`src/rtl/soc_event_arbiter.sv`:
```
// soc_event_arbiter
// -----------------
// Turns rising edges of the sonar channel comparator flags into timestamped
// events and queues them for firmware. Each channel has a one-deep pending
// slot holding the timestamp of its latest unserved rise. A round-robin
// arbiter moves at most one pending slot per cycle into a show-ahead FIFO,
// and firmware drains that FIFO through the register file.
//
// Ports
//   wb_clk_i     system clock
//   wb_rst_ni    synchronous reset, active-low
//   ce_pcm       PCM-rate enable, advances the timestamp counter
//   mclear       synchronous soft clear (cmp history keeps sampling)
//   enable_i     per-channel capture enable mask
//   cmp_i        channel comparator flags (level)
//   pop_i        one-cycle strobe, removes the FIFO head
//   evt_valid_o  FIFO non-empty
//   evt_data_o   head event {channel index, timestamp}, 0 when empty
//   evt_count_o  FIFO occupancy
//   overflow_o   sticky: a rise arrived while its channel was still pending
//   irq_o        evt_valid_o | overflow_o
module soc_event_arbiter #(
    parameter int N_CH  = 15,
    parameter int ID_W  = 4,
    parameter int TS_W  = 16,
    parameter int DEPTH = 8
) (
    input  logic                      wb_clk_i,
    input  logic                      wb_rst_ni,
    input  logic                      ce_pcm,
    input  logic                      mclear,
    input  logic [N_CH-1:0]           enable_i,
    input  logic [N_CH-1:0]           cmp_i,
    input  logic                      pop_i,
    output logic                      evt_valid_o,
    output logic [ID_W+TS_W-1:0]      evt_data_o,
    output logic [$clog2(DEPTH):0]    evt_count_o,
    output logic                      overflow_o,
    output logic                      irq_o
);

    localparam int EVT_W = ID_W + TS_W;
    localparam int PTR_W = $clog2(DEPTH);
    localparam int CNT_W = PTR_W + 1;

    logic [N_CH-1:0]  cmp_q;
    logic [N_CH-1:0]  pending_q, pending_d;
    logic [N_CH-1:0]  rise;
    logic [TS_W-1:0]  ts_q, ts_d;
    logic [TS_W-1:0]  ts_lat_q [N_CH];
    logic [TS_W-1:0]  ts_lat_d [N_CH];
    logic [ID_W-1:0]  rr_ptr_q, rr_ptr_d;
    logic [PTR_W-1:0] wr_ptr_q, wr_ptr_d;
    logic [PTR_W-1:0] rd_ptr_q, rd_ptr_d;
    logic [CNT_W-1:0] count_q, count_d;
    logic             overflow_q, overflow_d;
    logic [EVT_W-1:0] fifo_q [DEPTH];

    logic             found;
    logic             grant;
    logic             pop_eff;
    logic [ID_W-1:0]  winner;
    logic [EVT_W-1:0] push_data;

    assign rise    = cmp_i & ~cmp_q & enable_i;
    assign pop_eff = pop_i && (count_q != '0);

    // Round-robin scan starting at rr_ptr; the index sum is one bit wider so
    // the wrap at N_CH is exact even when N_CH is not a power of two.
    always_comb begin : arb_scan
        logic [ID_W:0]   idx_sum;
        logic [ID_W-1:0] idx;
        found   = 1'b0;
        winner  = '0;
        idx_sum = '0;
        idx     = '0;
        for (int k = 0; k < N_CH; k++) begin
            idx_sum = {1'b0, rr_ptr_q} + (ID_W+1)'(k);
            if (idx_sum >= (ID_W+1)'(N_CH)) begin
                idx_sum = idx_sum - (ID_W+1)'(N_CH);
            end
            idx = idx_sum[ID_W-1:0];
            if (!found && pending_q[idx]) begin
                found  = 1'b1;
                winner = idx;
            end
        end
    end

    // A full FIFO still accepts a grant when the head leaves in the same cycle.
    assign grant     = found && ((count_q != CNT_W'(DEPTH)) || pop_i);
    assign push_data = {winner, ts_lat_q[winner]};

    // Pending slots: the grant clears its slot first, so a rise on the
    // channel being granted re-arms it with a fresh timestamp instead of
    // being counted as a drop.
    always_comb begin
        pending_d  = pending_q;
        ts_lat_d   = ts_lat_q;
        overflow_d = overflow_q;
        if (grant) begin
            pending_d[winner] = 1'b0;
        end
        for (int i = 0; i < N_CH; i++) begin
            if (rise[i]) begin
                if (!pending_d[i]) begin
                    pending_d[i] = 1'b1;
                    ts_lat_d[i]  = ts_q;
                end else begin
                    overflow_d = 1'b1;
                end
            end
        end
    end

    // Pointer, counter and timestamp next-state values.
    always_comb begin
        rr_ptr_d = rr_ptr_q;
        wr_ptr_d = wr_ptr_q;
        rd_ptr_d = rd_ptr_q;
        count_d  = count_q;
        ts_d     = ce_pcm ? ts_q + TS_W'(1) : ts_q;
        if (grant) begin
            rr_ptr_d = (winner == ID_W'(N_CH - 1)) ? '0 : winner + ID_W'(1);
            wr_ptr_d = wr_ptr_q + PTR_W'(1);
        end
        if (pop_eff) begin
            rd_ptr_d = rd_ptr_q + PTR_W'(1);
        end
        case ({grant, pop_eff})
            2'b10:   count_d = count_q + CNT_W'(1);
            2'b01:   count_d = count_q - CNT_W'(1);
            default: count_d = count_q;
        endcase
    end

    // Reset and soft clear share one path; only reset forgets the cmp history
    // so a soft clear never fabricates rises from levels already high.
    always_ff @(posedge wb_clk_i) begin
        if (!wb_rst_ni || mclear) begin
            cmp_q      <= wb_rst_ni ? cmp_i : '0;
            pending_q  <= '0;
            ts_q       <= '0;
            rr_ptr_q   <= '0;
            wr_ptr_q   <= '0;
            rd_ptr_q   <= '0;
            count_q    <= '0;
            overflow_q <= 1'b0;
            for (int i = 0; i < N_CH; i++) begin
                ts_lat_q[i] <= '0;
            end
        end else begin
            cmp_q      <= cmp_i;
            pending_q  <= pending_d;
            ts_q       <= ts_d;
            rr_ptr_q   <= rr_ptr_d;
            wr_ptr_q   <= wr_ptr_d;
            rd_ptr_q   <= rd_ptr_d;
            count_q    <= count_d;
            overflow_q <= overflow_d;
            ts_lat_q   <= ts_lat_d;
        end
    end

    // FIFO storage needs no reset: its contents are masked while empty.
    always_ff @(posedge wb_clk_i) begin
        if (wb_rst_ni && !mclear && grant) begin
            fifo_q[wr_ptr_q] <= push_data;
        end
    end

    assign evt_valid_o = (count_q != '0);
    assign evt_data_o  = evt_valid_o ? fifo_q[rd_ptr_q] : '0;
    assign evt_count_o = count_q;
    assign overflow_o  = overflow_q;
    assign irq_o       = evt_valid_o | overflow_q;

endmodule

```
`config.mk`:
```
export PLATFORM = sky130hd
export DESIGN_NAME = soc_event_arbiter
export DESIGN_NICKNAME = d
export VERILOG_FILES = /design/src/rtl/soc_event_arbiter.sv
export SDC_FILE = /design/constraint.sdc
export NUM_CORES = 1
export LEC_CHECK = 0
export CORE_ASPECT_RATIO = 1.2
export CORE_MARGIN = 1.5
export CORE_UTILIZATION = 57
export DETAILED_ROUTE_END_ITERATION = 8
export GPL_TIMING_DRIVEN = 0
export PLACE_DENSITY = 0.77
export REMOVE_ABC_BUFFERS = 1
export SLEW_MARGIN = 10
export SYNTH_ARGS = -nofsm -noshare
export SYNTH_HDL_FRONTEND = slang
export SYNTH_SLANG_ARGS = --single-unit
```
`constraint.sdc`:
```
create_clock -name wb_clk_i -period 6.14 [get_ports wb_clk_i]
set_input_delay 1.228 -clock wb_clk_i [delete_from_list [all_inputs] [get_ports wb_clk_i]]
set_output_delay 1.228 -clock wb_clk_i [all_outputs]
set_load 0.01 [all_outputs]
```
==> results.json, run 1 <==
{
  "die_w_microns": 200,
  "fin_nets": 2704,
  "slew_violations": 0,
  "violations": "negative setup slack",
  "numPortBuffers": 61,
  "drtIter0Drc": 2274,
  "cap_violations": 0,
  "fmax_mhz": 163,
  "vias": 22300,
  "syn_avg_cell_area_sq_um": 10.0,
  "drc_errors": 0,
  "hold_slack_ns": 0.481,
  "synth_edf_count": 160,
  "status": "finished with violations",
  "totalWireLength_mm": 85.7,
  "insertion_delay_ns": 0.58,
  "holdCritPathClass": "reg2reg",
  "dieHeight_microns": 239,
  "ys.flop_type": "dfxtp_1",
  "area_delta_synth_final_pct": 17.3,
  "synth_warnings": 0,
  "synth-async-reset-ratio": 0,
  "endpoint_kind": "register",
  "ys_ff_latch": 464,
  "ys_seq_area_frac": 0.411,
  "design_area_sq_um": 31100,
  "firstDrtPassIters": 9,
  "route.layer.met1.wl_mm": 31.5,
  "post-place-ws_ns": -3.55,
  "cts_tree": "built",
  "antenna_cells": 0,
  "grt_pass1_vias": 21700,
  "synthesis.area_sq_um": 26500,
  "start_util": 0.577,
  "grt_use_total": 0.350,
  "path_cells": "buf_12 -> clkinvlp_4 -> buf_4 -> ha_1 -> a21boi_2 -> nand3b_1 -> o21a_2 -> mux2i_1 -> o21ai_0 -> mux4_2 -> nor3b_4 -> nand4_1 -> buf_4 -> nor2_2 -> nand2_1 -> o221ai_4 -> buf_16 -> buf_12 -> inv_4 -> o41ai_4 -> a2bb2o_1 -> nor4_2 -> a31oi_1",
  "critPathLaunchType": "register",
  "tns_ns": -0.00971,
  "wl_per_cell_microns": 26.1,
  "timing.final.crit_share": 1.00,
  "antenna_left": 0,
  "timing_hold_violations_final": 0,
  "syn-instance-count": 2637,
  "antenna_found_initial": 1,
  "route.met2.wl_mm": 39.6,
  "cts_buffers": 43,
  "grt_max_degree": 86,
  "final_cells": 3289,
  "cts_root_buf": "clkbuf_16",
  "dpl_cell_area_sq_um": 27400,
  "synthTopCellsByArea": "dfxtp_1 (23%), edfxtp_1 (18%), mux2i_1 (11%)",
  "cts.path.max_buffers": 3,
  "fin_crit_ns": 6.15,
  "rsz0062_at_grt": "true",
  "fin_skew_ns": 0.0296,
  "slowest_delay_ns": 0.62,
  "dieArea_sq_um": 47800,
  "core_sq_um": 45900,
  "clock_sinks": 464,
  "synth_area_leader_cell": "dfxtp_1",
  "leakage_nw": 11.9,
  "cpMaxStageDelayCell": "mux4_2",
  "yosys-top-cells-count": "nor2_1 (388), dfxtp_1 (304), mux2i_1 (300)",
  "yosysTopAreaCellShare": 0.230,
  "htree_levels": 2,
  "route.met3.wl_mm": 8.11,
  "hold_buffers": 0,
  "place.gp.congestion": 1.02,
  "cp_max_fo": 26,
  "ir_worst_vdd_uv": 884,
  "yosysMostFrequentCell": "nor2_1",
  "finalSetupViolCount": 1,
  "routed_via_density": 6.79,
  "required_ns": 6.57,
  "detailed_place_hpwl_mm": 51.5,
  "pin_count": 62,
  "tightest_slew_ns": 1.45,
  "ys_types": 118,
  "grt-ovfl-total": 0,
  "layout-drive-gt1-share": 0.209,
  "rows": 86,
  "setup_ws_ns": -0.00971,
  "power.density_nw_per_um2": 592,
  "slew_headroom": 0.0305,
  "dp_cells": 3102,
  "criticalPathCategory": "reg2reg",
  "clk_pin_slew_worst_paths_ns": 0.07,
  "maxUsedRoutingLayer": "met5",
  "grt_pass1_wl_mm": 127,
  "worstPathArrival_ns": 6.58
}
==> cells in the final DEF, fill, tap and decap left out, types with 26 or more instances in the layout <==
| cell type | instances |
|---|---|
| nor2_1 | 379 |
| mux2i_1 | 300 |
| dfxtp_1 | 295 |
| edfxtp_1 | 160 |
| nand2_1 | 155 |
| a21oi_1 | 116 |
| mux4_2 | 100 |
| o21ai_0 | 88 |
| buf_4 | 85 |
| clkdlybuf4s50_1 | 61 |
| nor3_1 | 45 |
| clkbuf_16 | 44 |
| nand3_1 | 41 |
| inv_1 | 31 |
| buf_12 | 30 |
| xnor2_1 | 26 |
==> critical path: cells and delay by family (launching register included) <==
kind | cells | cell delay (ns)
AOI/OAI and AO/OA | 7 | 1.74
buffers and inverters | 7 | 1.43
and+or+nand+nor | 6 | 1.36
muxes | 2 | 0.77
DFF | 1 | 0.44
adders and majority gates | 1 | 0.20
==> logic make-up after synthesis <==
kind of cell,after synthesis,synth area share
multiplexers,425,0.209
buffers and inverters,290,0.0516
AO/OA/AOI/OAI,550,0.150
adder cells (fa/ha/maj),23,0.0111
AND/OR/NAND/NOR,824,0.144
XOR/XNOR,61,0.0231
flip-flops,464,0.411
==> layer usage <==
layer / vias to the layer above / GRT usage
met5: - / 0
met4: 2 / 0.226
met3: 406 / 0.0683
met2: 1287 / 0.559
met1: 10900 / 0.433
li1: 9743 / -
==> area by class of cell <==
cell class,instances,area [sq um]
multi-input cells,1885,15300
repair buffers,206,2430
clock inverters,16,151
repair inverters,3,31.3
fillers,3380,14900
well taps,616,771
inverters,43,279
flip-flops and latches,464,10900
clock buffers,56,1170
==> through the flow <==
| stage | util | power (mW) |
|---|---|---|
| finish | 0.677 | 18.4 |
| global route | 0.677 | 19.1 |
| CTS | 0.659 | 17.3 |
| detailed placement | 0.596 | 13.6 |
| global placement | 0.581 | 11.9 |
| floorplan | - | 9.67 |
==> where the power goes <==
part / switching (mW) / internal (mW)
registers: 0.111 / 3.90
clock network: 1.13 / 1.43
logic: 7.48 / 4.35
==> path summary, 6_finish.rpt <==
kind / endpoint / from / slack, ns / cells past startpoint
setup / recovery: overflow_o / rr_ptr_q[3] / -0.01 / 23
hold / removal: ts_lat_q[23] / ts_lat_q[23] / 0.48 / 2
setup reg to reg: overflow_o / rr_ptr_q[3] / -0.01 / 23
hold reg to reg: ts_lat_q[23] / ts_lat_q[23] / 0.48 / 2
==> flip-flops by register name, summed over array words and instances (netlist names), named ones only <==
signal       count
cmp_q           15
rr_ptr_q         4
wr_ptr_q         3
evt_count_o      4
rd_ptr_q         3
overflow_o       1
ts_q            16
pending_q       15
fifo_q         160
ts_lat_q       240
==> timing repair <==
action,in CTS,in global routing
buffers inserted,69,36
resized for setup,137,89
cloned,6,4
pin swaps,20,21
endpoints found under the setup margin,587,425
endpoints found under the hold margin,0,0
(Power assumes the default switching activity.)
==> inputs of run 2 (changes only) <==
CAP_MARGIN = 30   (was default)
==> run 2 against run 1 <==
  * Combinational power increased by 3%
  * First-iteration DRC count decreased by 0.18%
  * Largest power group unchanged
  * Power increased by 3.4%
  * Critical path type unchanged
  * Highest routed layer unchanged
  * Critical endpoint is now ts_lat_q[115]
  * The flow still finishes with violations (negative setup slack)
  * Register-to-register slack got worse by 0.096 ns
  * Global-route usage increased by 0.44 points
==> results.json, run 2 (synthesis gave the netlist of run 1 again) <==
{
  "status": "finished with violations",
  "violations": "negative setup slack",
  "firstDrtPassIters": 8,
  "hold_buffers": 0,
  "die_w_microns": 200,
  "core_sq_um": 45900,
  "detailed_place_hpwl_mm": 52.6,
  "nFillCells": 3295,
  "antenna_found_initial": 1,
  "finalCoreUtilization": 0.685,
  "insertion_delay_ns": 0.59,
  "place.gp.congestion": 1.02,
  "grt_pass1_vias": 22000,
  "layout.cells.most_common": "nor2_1",
  "endpoint_kind": "register",
  "tightest_slew_ns": 1.21,
  "dieHeight_microns": 239,
  "finalSetupViolCount": 10,
  "start_util": 0.577,
  "rows": 86,
  "slew_headroom": 0.190,
  "cts_buffers": 44,
  "dieArea_sq_um": 47800,
  "timing_hold_violations_final": 0,
  "holdCritPathClass": "reg2reg",
  "totalWireLength_mm": 86.4,
  "timing.final.crit_share": 1.02,
  "wl_per_cell_microns": 26.1,
  "post-place-ws_ns": -3.56,
  "routed_via_density": 6.72,
  "cts_tree": "built",
  "leakage_nw": 12.0,
  "power.density_nw_per_um2": 605,
  "layout_common_cells": "nor2_1 (377), mux2i_1 (300), dfxtp_1 (296)",
  "vias": 22300,
  "largest_register_ffs": 240,
  "criticalPathCategory": "reg2reg",
  "slew_violations": 0,
  "fmax_mhz": 160,
  "htree_levels": 2,
  "fin_skew_ns": 0.0181,
  "cap_violations": 0,
  "regMostFlops": "ts_lat_q",
  "r2r_setup_slack_ns": -0.11,
  "fin_nets": 2720,
  "area_delta_synth_final_pct": 18.7,
  "grt_max_degree": 86,
  "grt_use_total": 0.354,
  "critPathLaunchType": "register",
  "clock_sinks": 464,
  "grt_pass1_wl_mm": 128,
  "numPortBuffers": 61,
  "cts_root_buf": "clkbuf_16",
  "antenna_left": 0,
  "drtIter0Drc": 2270,
  "pin_count": 62,
  "worstPathArrival_ns": 6.71,
  "cp_max_fo": 38,
  "layout-drive-gt1-share": 0.214,
  "rsz0062_at_grt": "true",
  "fin_crit_ns": 6.25,
  "drc_errors": 0,
  "ir_worst_vdd_uv": 936,
  "grt-ovfl-total": 0,
  "cts.path.max_buffers": 3,
  "clk_pin_slew_worst_paths_ns": 0.07,
  "setup_ws_ns": -0.106,
  "reg_top3": "ts_lat_q x240, fifo_q x160, ts_q x16",
  "required_ns": 6.61
}
[run 2: cell types whose count changed in the layout (fill, tap and decap cells not counted), moves of 5 or more]
cell / change
a221oi_4: +5
clkbuf_1: +5
buf_8: +9
buf_4: +5
buf_12: -7
buf_16: +7
[run 2: layer usage]
metal | GRT usage | part of all wire
met1 | 0.428 | 0.37
met2 | 0.560 | 0.46
met3 | 0.0877 | 0.096
met4 | 0.236 | 0.074
met5 | 0 | 0.00017
[run 2: critical path, stage by stage (launching register included)]
cell,delay [ns]
dfxtp_4,0.44
buf_12,0.21
clkinvlp_4,0.20
buf_4,0.20
ha_4,0.26
a311oi_2,0.32
or3_4,0.21
and2_1,0.24
a221oi_1,0.12
nor4_1,0.41
o211a_2,0.30
or2_4,0.18
o31ai_1,0.08
a221o_1,0.41
a22o_1,0.25
a22o_1,0.23
and2_2,0.28
inv_6,0.24
buf_16,0.28
a41o_1,0.33
and2b_4,0.36
buf_16,0.20
mux2i_1,0.23
nor2_1,0.07
[run 2: layout make-up]
type / count / area [sq um] / area share
sequential: 464 / 10900 / 0.347
timing repair buffer: 222 / 2690 / 0.0856
antenna: 1 / 2.50 / 0.0000796
clock inverter: 19 / 228 / 0.00724
tap: 616 / 771 / 0.0245
inverter: 43 / 249 / 0.00792
clock buffer: 63 / 1240 / 0.0395
timing repair inverter: 2 / 20.0 / 0.000636
multi-input combinational: 1885 / 15300 / 0.488
[run 2: where the power goes]
| group | internal, mW | switching [mW] |
|---|---|---|
| logic | 4.58 | 7.66 |
| clock network | 1.60 | 1.19 |
| registers | 3.90 | 0.0902 |
[run 2: repair_timing]
item / CTS / global route
buffers inserted: 60 / 44
gates resized for setup: 132 / 91
setup endpoints to repair: 587 / 416
pin swaps: 20 / 25
gates cloned: 7 / 3
[run 2: path summary, 6_finish.rpt]
kind                startpoint       endpoint  cells past startpoint
hold / removal    ts_lat_q[20]   ts_lat_q[20]                      2
hold reg to reg   ts_lat_q[20]   ts_lat_q[20]                      2
setup reg to reg   rr_ptr_q[3]  ts_lat_q[115]                     23
setup / recovery   rr_ptr_q[3]  ts_lat_q[115]                     23
[run 2: per-stage QoR]
step / hold slack, ns / setup TNS, ns / power [mW] / area, sq um / cells
floorplan: 0.452 / -3202.69 / 9.67 / 25300 / 2390
global placement: 0.458 / -7350.36 / 11.9 / 26700 / 3067
detailed placement: 0.467 / -1486.29 / 13.8 / 27600 / 3114
CTS: 0.475 / 0 / 17.5 / 30500 / 3263
global route: 0.501 / -15.93 / 19.7 / 31500 / 3314
finish: 0.483 / -0.557 / 19.0 / 31500 / 3315
